`src/rtl/channel_scheduler.sv`:
```
// Two-source round-robin transmit scheduler: frames each grant as a header symbol
// plus a fixed payload burst, then holds a noise-only guard interval.
//
// state   | meaning
// IDLE    | channel quiet, waiting for a request
// HEADER  | header symbol of the granted source on channel_in
// PAYLOAD | payload symbols streaming from the granted source
// GUARD   | channel quiet for GUARD_LEN cycles after a burst or abort
module channel_scheduler #(
    parameter int         BURST_LEN = 4,
    parameter int         GUARD_LEN = 2,
    parameter logic [8:0] HDR0      = 9'h0F0,
    parameter logic [8:0] HDR1      = 9'h10F
) (
    input  logic       clk,
    input  logic       reset,
    input  logic       req0,
    input  logic       req1,
    input  logic [8:0] data0,
    input  logic [8:0] data1,
    output logic       ack0,
    output logic       ack1,
    output logic       is_transmit,
    output logic [8:0] channel_in,
    output logic       active_src,
    output logic       busy,
    output logic       burst_done,
    output logic       abort
);

    typedef enum logic [1:0] {
        IDLE    = 2'd0,
        HEADER  = 2'd1,
        PAYLOAD = 2'd2,
        GUARD   = 2'd3
    } state_t;

    localparam logic [7:0] BL = BURST_LEN[7:0];
    localparam logic [7:0] GL = GUARD_LEN[7:0];

    state_t     state_q, state_d;
    logic       src_q, src_d;
    logic       last_src_q, last_src_d;
    logic [7:0] cnt_q, cnt_d;
    logic [7:0] gcnt_q, gcnt_d;
    logic       tx_q, tx_d;
    logic [8:0] ch_q, ch_d;
    logic       busy_q, busy_d;
    logic       done_q, done_d;
    logic       abort_q, abort_d;

    logic       ack;
    logic       sel;
    logic       req_src;
    logic [8:0] data_src;

    assign req_src  = src_q ? req1 : req0;
    assign data_src = src_q ? data1 : data0;

    always_comb begin
        state_d    = state_q;
        src_d      = src_q;
        last_src_d = last_src_q;
        cnt_d      = cnt_q;
        gcnt_d     = gcnt_q;
        tx_d       = tx_q;
        ch_d       = ch_q;
        done_d     = 1'b0;
        abort_d    = 1'b0;
        ack        = 1'b0;
        sel        = 1'b0;

        case (state_q)
            IDLE: begin
                tx_d = 1'b0;
                ch_d = 9'd0;
                if (req0 || req1) begin
                    // Tie goes to whichever source did not have the last grant
                    sel     = (req0 && req1) ? ~last_src_q : req1;
                    src_d   = sel;
                    tx_d    = 1'b1;
                    ch_d    = sel ? HDR1 : HDR0;
                    state_d = HEADER;
                end
            end
            HEADER: begin
                ack = req_src;
                if (req_src) begin
                    ch_d    = data_src;
                    cnt_d   = 8'd1;
                    state_d = PAYLOAD;
                end else begin
                    tx_d       = 1'b0;
                    ch_d       = 9'd0;
                    abort_d    = 1'b1;
                    last_src_d = src_q;
                    gcnt_d     = 8'd1;
                    state_d    = GUARD;
                end
            end
            PAYLOAD: begin
                if (cnt_q == BL) begin
                    tx_d       = 1'b0;
                    ch_d       = 9'd0;
                    done_d     = 1'b1;
                    last_src_d = src_q;
                    gcnt_d     = 8'd1;
                    state_d    = GUARD;
                end else if (req_src) begin
                    ack   = 1'b1;
                    ch_d  = data_src;
                    cnt_d = cnt_q + 8'd1;
                end else begin
                    tx_d       = 1'b0;
                    ch_d       = 9'd0;
                    abort_d    = 1'b1;
                    last_src_d = src_q;
                    gcnt_d     = 8'd1;
                    state_d    = GUARD;
                end
            end
            GUARD: begin
                tx_d = 1'b0;
                ch_d = 9'd0;
                if (gcnt_q == GL) begin
                    state_d = IDLE;
                end else begin
                    gcnt_d = gcnt_q + 8'd1;
                end
            end
            default: state_d = IDLE;
        endcase

        busy_d = (state_d != IDLE);
    end

    always_ff @(posedge clk or negedge reset) begin
        if (!reset) begin
            state_q    <= IDLE;
            src_q      <= 1'b0;
            last_src_q <= 1'b1;
            cnt_q      <= 8'd0;
            gcnt_q     <= 8'd0;
            tx_q       <= 1'b0;
            ch_q       <= 9'd0;
            busy_q     <= 1'b0;
            done_q     <= 1'b0;
            abort_q    <= 1'b0;
        end else begin
            state_q    <= state_d;
            src_q      <= src_d;
            last_src_q <= last_src_d;
            cnt_q      <= cnt_d;
            gcnt_q     <= gcnt_d;
            tx_q       <= tx_d;
            ch_q       <= ch_d;
            busy_q     <= busy_d;
            done_q     <= done_d;
            abort_q    <= abort_d;
        end
    end

    assign ack0        = ack & ~src_q;
    assign ack1        = ack & src_q;
    assign is_transmit = tx_q;
    assign channel_in  = ch_q;
    assign active_src  = src_q;
    assign busy        = busy_q;
    assign burst_done  = done_q;
    assign abort       = abort_q;

endmodule

```
`config.mk`:
```
export PLATFORM = sky130hd
export DESIGN_NAME = channel_scheduler
export DESIGN_NICKNAME = d
export VERILOG_FILES = /design/src/rtl/channel_scheduler.sv
export SDC_FILE = /design/constraint.sdc
export NUM_CORES = 1
export LEC_CHECK = 0
export ABC_AREA = 1
export CORE_MARGIN = 10
export CORE_UTILIZATION = 35
export DETAILED_ROUTE_END_ITERATION = 16
export PLACE_DENSITY_LB_ADDON = 0.08
export REMOVE_ABC_BUFFERS = 1
export SKIP_LAST_GASP = 1
export SYNTH_ARGS = -nofsm -noshare
export SYNTH_HDL_FRONTEND = slang
export SYNTH_SLANG_ARGS = --single-unit
```
`constraint.sdc`:
```
create_clock -name clk -period 1.4 [get_ports clk]
set_input_delay 0.28 -clock clk [delete_from_list [all_inputs] [get_ports clk]]
set_output_delay 0.28 -clock clk [all_outputs]
set_load 0.02 [all_outputs]
```
==> key figures <==
Synthesis
  – Count of cell types in the netlist: 30
  – Synth top area share: 0.369
  – Dominant cells by area after synthesis: dfrtp_1 (37%), nand2_1 (22%), nor2_1 (6.4%)
  – FFs w/ async S/R, synth: 1.00
  – Synth top cells by count: nand2_1 (127), nor2_1 (37), dfrtp_1 (32)
  – Synth warnings: 0
  – Yosys reg bits: 33
  – Post-synth EDFFs: 0
  – Post-Synthesis Cells: 322
  – Post-synth top area cell: dfrtp_1
  – Main synth FF type: dfrtp_1
  – Most common cell in the synthesized netlist: nand2_1
  – Post-synthesis sequential area ratio: 0.381
  – Syn avg cell area: 6.75 um^2
  – Post-synthesis cell area: 2170 um^2

Floorplan
  – I/O pin total: 38
  – Chip Width: 98.8 um
  – Die area: 9760 um^2
  – Starting Density: 0.365
  – Rows: 28
  – Core ar.: 5960 um^2
  – Die H: 98.8 um

Job
  – Number of max-cap violations: 0

Pwr
  – Net Sw Frac: 0.447
  – Max rail drop VDD: 0.00126 V
  – Static Leak: 1.81 nW
  – Sequential group share of total power: 0.195
  – NetSw: 0.00325 W
  – Clock power share: 0.097
  – P per Cell Area: 2020 nW/um^2
  – Int Power: 0.00401 W
  – Combinational share of power: 0.708

Global route
  – Total gr overflow: 0
  – First-pass GRT wire length: 11,200 um
  – GRT Overall Usage: 0.137
  – Initial antenna violation count: 0
  – Largest net degree at the start of global routing: 34
  – Vias in the first global route: 2,360

Final layout
  – Net count, final: 457
  – Fin area: 3590 um^2
  – Core Util, Final: 0.603
  – Antenna cells: 0
  – Area delta synth->final: 65.3%
  – Share of cells above drive strength 1: 0.377
  – Fill count: 517

Critical path
  – Reg-to-Reg End: cnt_q[3]
  – Cell mode on critical path: nand2_2
  – Worst path max stage delay: 0.39 ns
  – Slowest CP cell: dfrtp_1
  – Setup crit end: ack1
  – Worst Path Arrival: 1.52 ns
  – Worst path cell trace: inv_2 > ha_4 > nand2_2 > nor2_2 > nand2_2 > nand3_2 > o21ai_2 > nand2_1 > nor2_1 > buf_4
  – Register-to-Register Path Depth: 9
  – Worst setup EP type: output port
  – Reg-to-reg slack, setup: -0.14 ns
  – CP startpoint kind: register
  – WS Path Type: reg2out
  – Worst setup startpoint: cnt_q[0]
  – CP Max Fanout: 2
  – Critical Path RT: 1.12 ns
  – RR Startpoint: state_q[1]

Clock tree
  – CTS H-tree lvls: 2
  – Root Driver: clkbuf_8
  – Clock latency on the worst-skew pair: 0.29 ns
  – Reg clk slew, reported paths: 0.07 ns
  – Num Clock Sinks: 33
  – CTS buffer count: 5
  – CTS tree: yes
  – CTS max path bufs: 2

STA
  – Relative slew slack: 0.823
  – RSZ-0062 raised after global routing: yes
  – Setup slack after layout: -0.399 ns
  – Final Cycle Share: 1.29
  – Fin. Hold Viols: 0
  – Final setup vio count: 21
  – Period minus WS final: 1.80 ns
  – Max Freq: 556 MHz
  – Setup TNS: -2.39 ns
  – Worst Tran Pin Value: 0.266 ns
  – Clk_skew: 0.00491 ns
  – Slew Limit Fails: 0

Drt
  – Drt total wl: 6580 um
  – DRT iter0 DRCs: 60
  – Wire per inst: 13.1 um
  – Vias/cell: 4.70
  – Post-route ant nets: 0
  – Drt first pass iters: 4
  – Vias: 2,360
  – DRC: 0

Place
  – Cell area after placement: 2970 um^2
  – I/O Buffers: 37
  – Post-Place Worst Slack: -0.899 ns
  – GP Congestion: 0.882
  – Post-DP HPWL: 4780 um

Outcome
  – Outcome: complete, but fails checks
  – Failing checks: negative setup slack

Worst hold path
  – Min-delay worst type: in2async
## power groups by stage
stage	sequential [W]	clock (W)	combinational (W)
2_1_floorplan	0.00161	0	0.00169
3_3_place_gp	0.00141	0	0.00371
3_5_place_dp	0.00141	0	0.00370
4_1_cts	0.00142	0.000729	0.00454
5_1_grt	0.00145	0.000773	0.00564
6_report	0.00141	0.000706	0.00514
## cell families (layout without fill, tap and decap cells)
logic type,count (synthesis),in the layout,synth area share
compound gates,30,30,0.0778
buf+inv,43,148,0.0876
flops,33,33,0.381
simple gates,206,206,0.398
xor+xnor,1,1,0.00403
fa+ha+maj,9,9,0.0518
## routing by layer
metal / GRT usage / routed length [um] / vias to the layer above / part of all wire
met2: 0.223 / 3240 / 46 / 0.49
met3: 0.0328 / 259 / 15 / 0.039
met1: 0.168 / 2920 / 1079 / 0.44
met5: 0 / 0 / - / 0
li1: - / - / 1220 / -
met4: 0.0551 / 151 / 0 / 0.023
## metrics by stage
stage          hold slack (ns)  power (W)  std cells
3_5_place_dp             0.259    0.00511        477
4_1_cts                  0.490    0.00669        498
2_1_floorplan          -0.0156    0.00330        313
5_1_grt                  0.498    0.00786        502
3_3_place_gp             0.254    0.00512        477
6_report                 0.477    0.00726        502
## how the worst min path moves through the flow
stage | end | slack [ns] | start
after floorplan | abort | -0.02 | reset
after global placement | gcnt_q[1] | 0.25 | reset
after detailed placement | gcnt_q[1] | 0.26 | reset
after CTS | cnt_q[4] | 0.49 | reset
after global routing | gcnt_q[1] | 0.50 | reset
final | gcnt_q[1] | 0.48 | reset
## state kept, by name, summed over array words and instances (netlist names)
| register | cells |
|---|---|
| state_q | 2 |
| busy | 1 |
| is_transmit | 1 |
| abort | 1 |
| active_src | 1 |
| channel_in | 9 |
| cnt_q | 8 |
| last_src_q | 1 |
| gcnt_q | 8 |
| burst_done | 1 |
## cells in the final DEF (no fill, tap or decap), drive strengths merged, types with 2 or more instances in the layout
| master | instances |
|---|---|
| clkdlybuf4s50 | 20 |
| nand2 | 131 |
| inv | 33 |
| nand4 | 5 |
| clkbuf | 6 |
| clkinv | 2 |
| dfrtp | 32 |
| nor2 | 38 |
| nor3b | 2 |
| a21oi | 17 |
| dlygate4sd2 | 13 |
| o21ai | 10 |
| buf | 72 |
| ha | 9 |
| nand3 | 25 |
| nor3 | 4 |
| o21bai | 2 |
## final cells by class
type,instances,area [um^2],share of cell area
clock buffer,6,72.6,0.0202
clock inverter,2,10.0,0.00279
inverter,34,144,0.0401
multi-input combinational,246,1480,0.413
sequential,33,828,0.231
tap,75,93.8,0.0261
timing repair buffer,106,961,0.268
## worst max-delay path, delay by kind of cell (launching register included)
family                   cells  cell delay [ns]
AO/OA/AOI/OAI                1             0.06
adder cells (fa/ha/maj)      1             0.13
AND/OR/NAND/NOR              6             0.42
buffers and inverters        2             0.23
flip-flops                   1             0.39
## repair_timing
action / in CTS / in global routing
hold endpoints to repair: 32 / 0
hold buffers: 1 / 0
gates cloned: 0 / 0
endpoints found under the setup margin: 46 / 35
pin swaps: 27 / 34
setup buffers: 13 / 5
resized for setup: 83 / 61
Note: power is estimated with default switching activity, not from simulation.
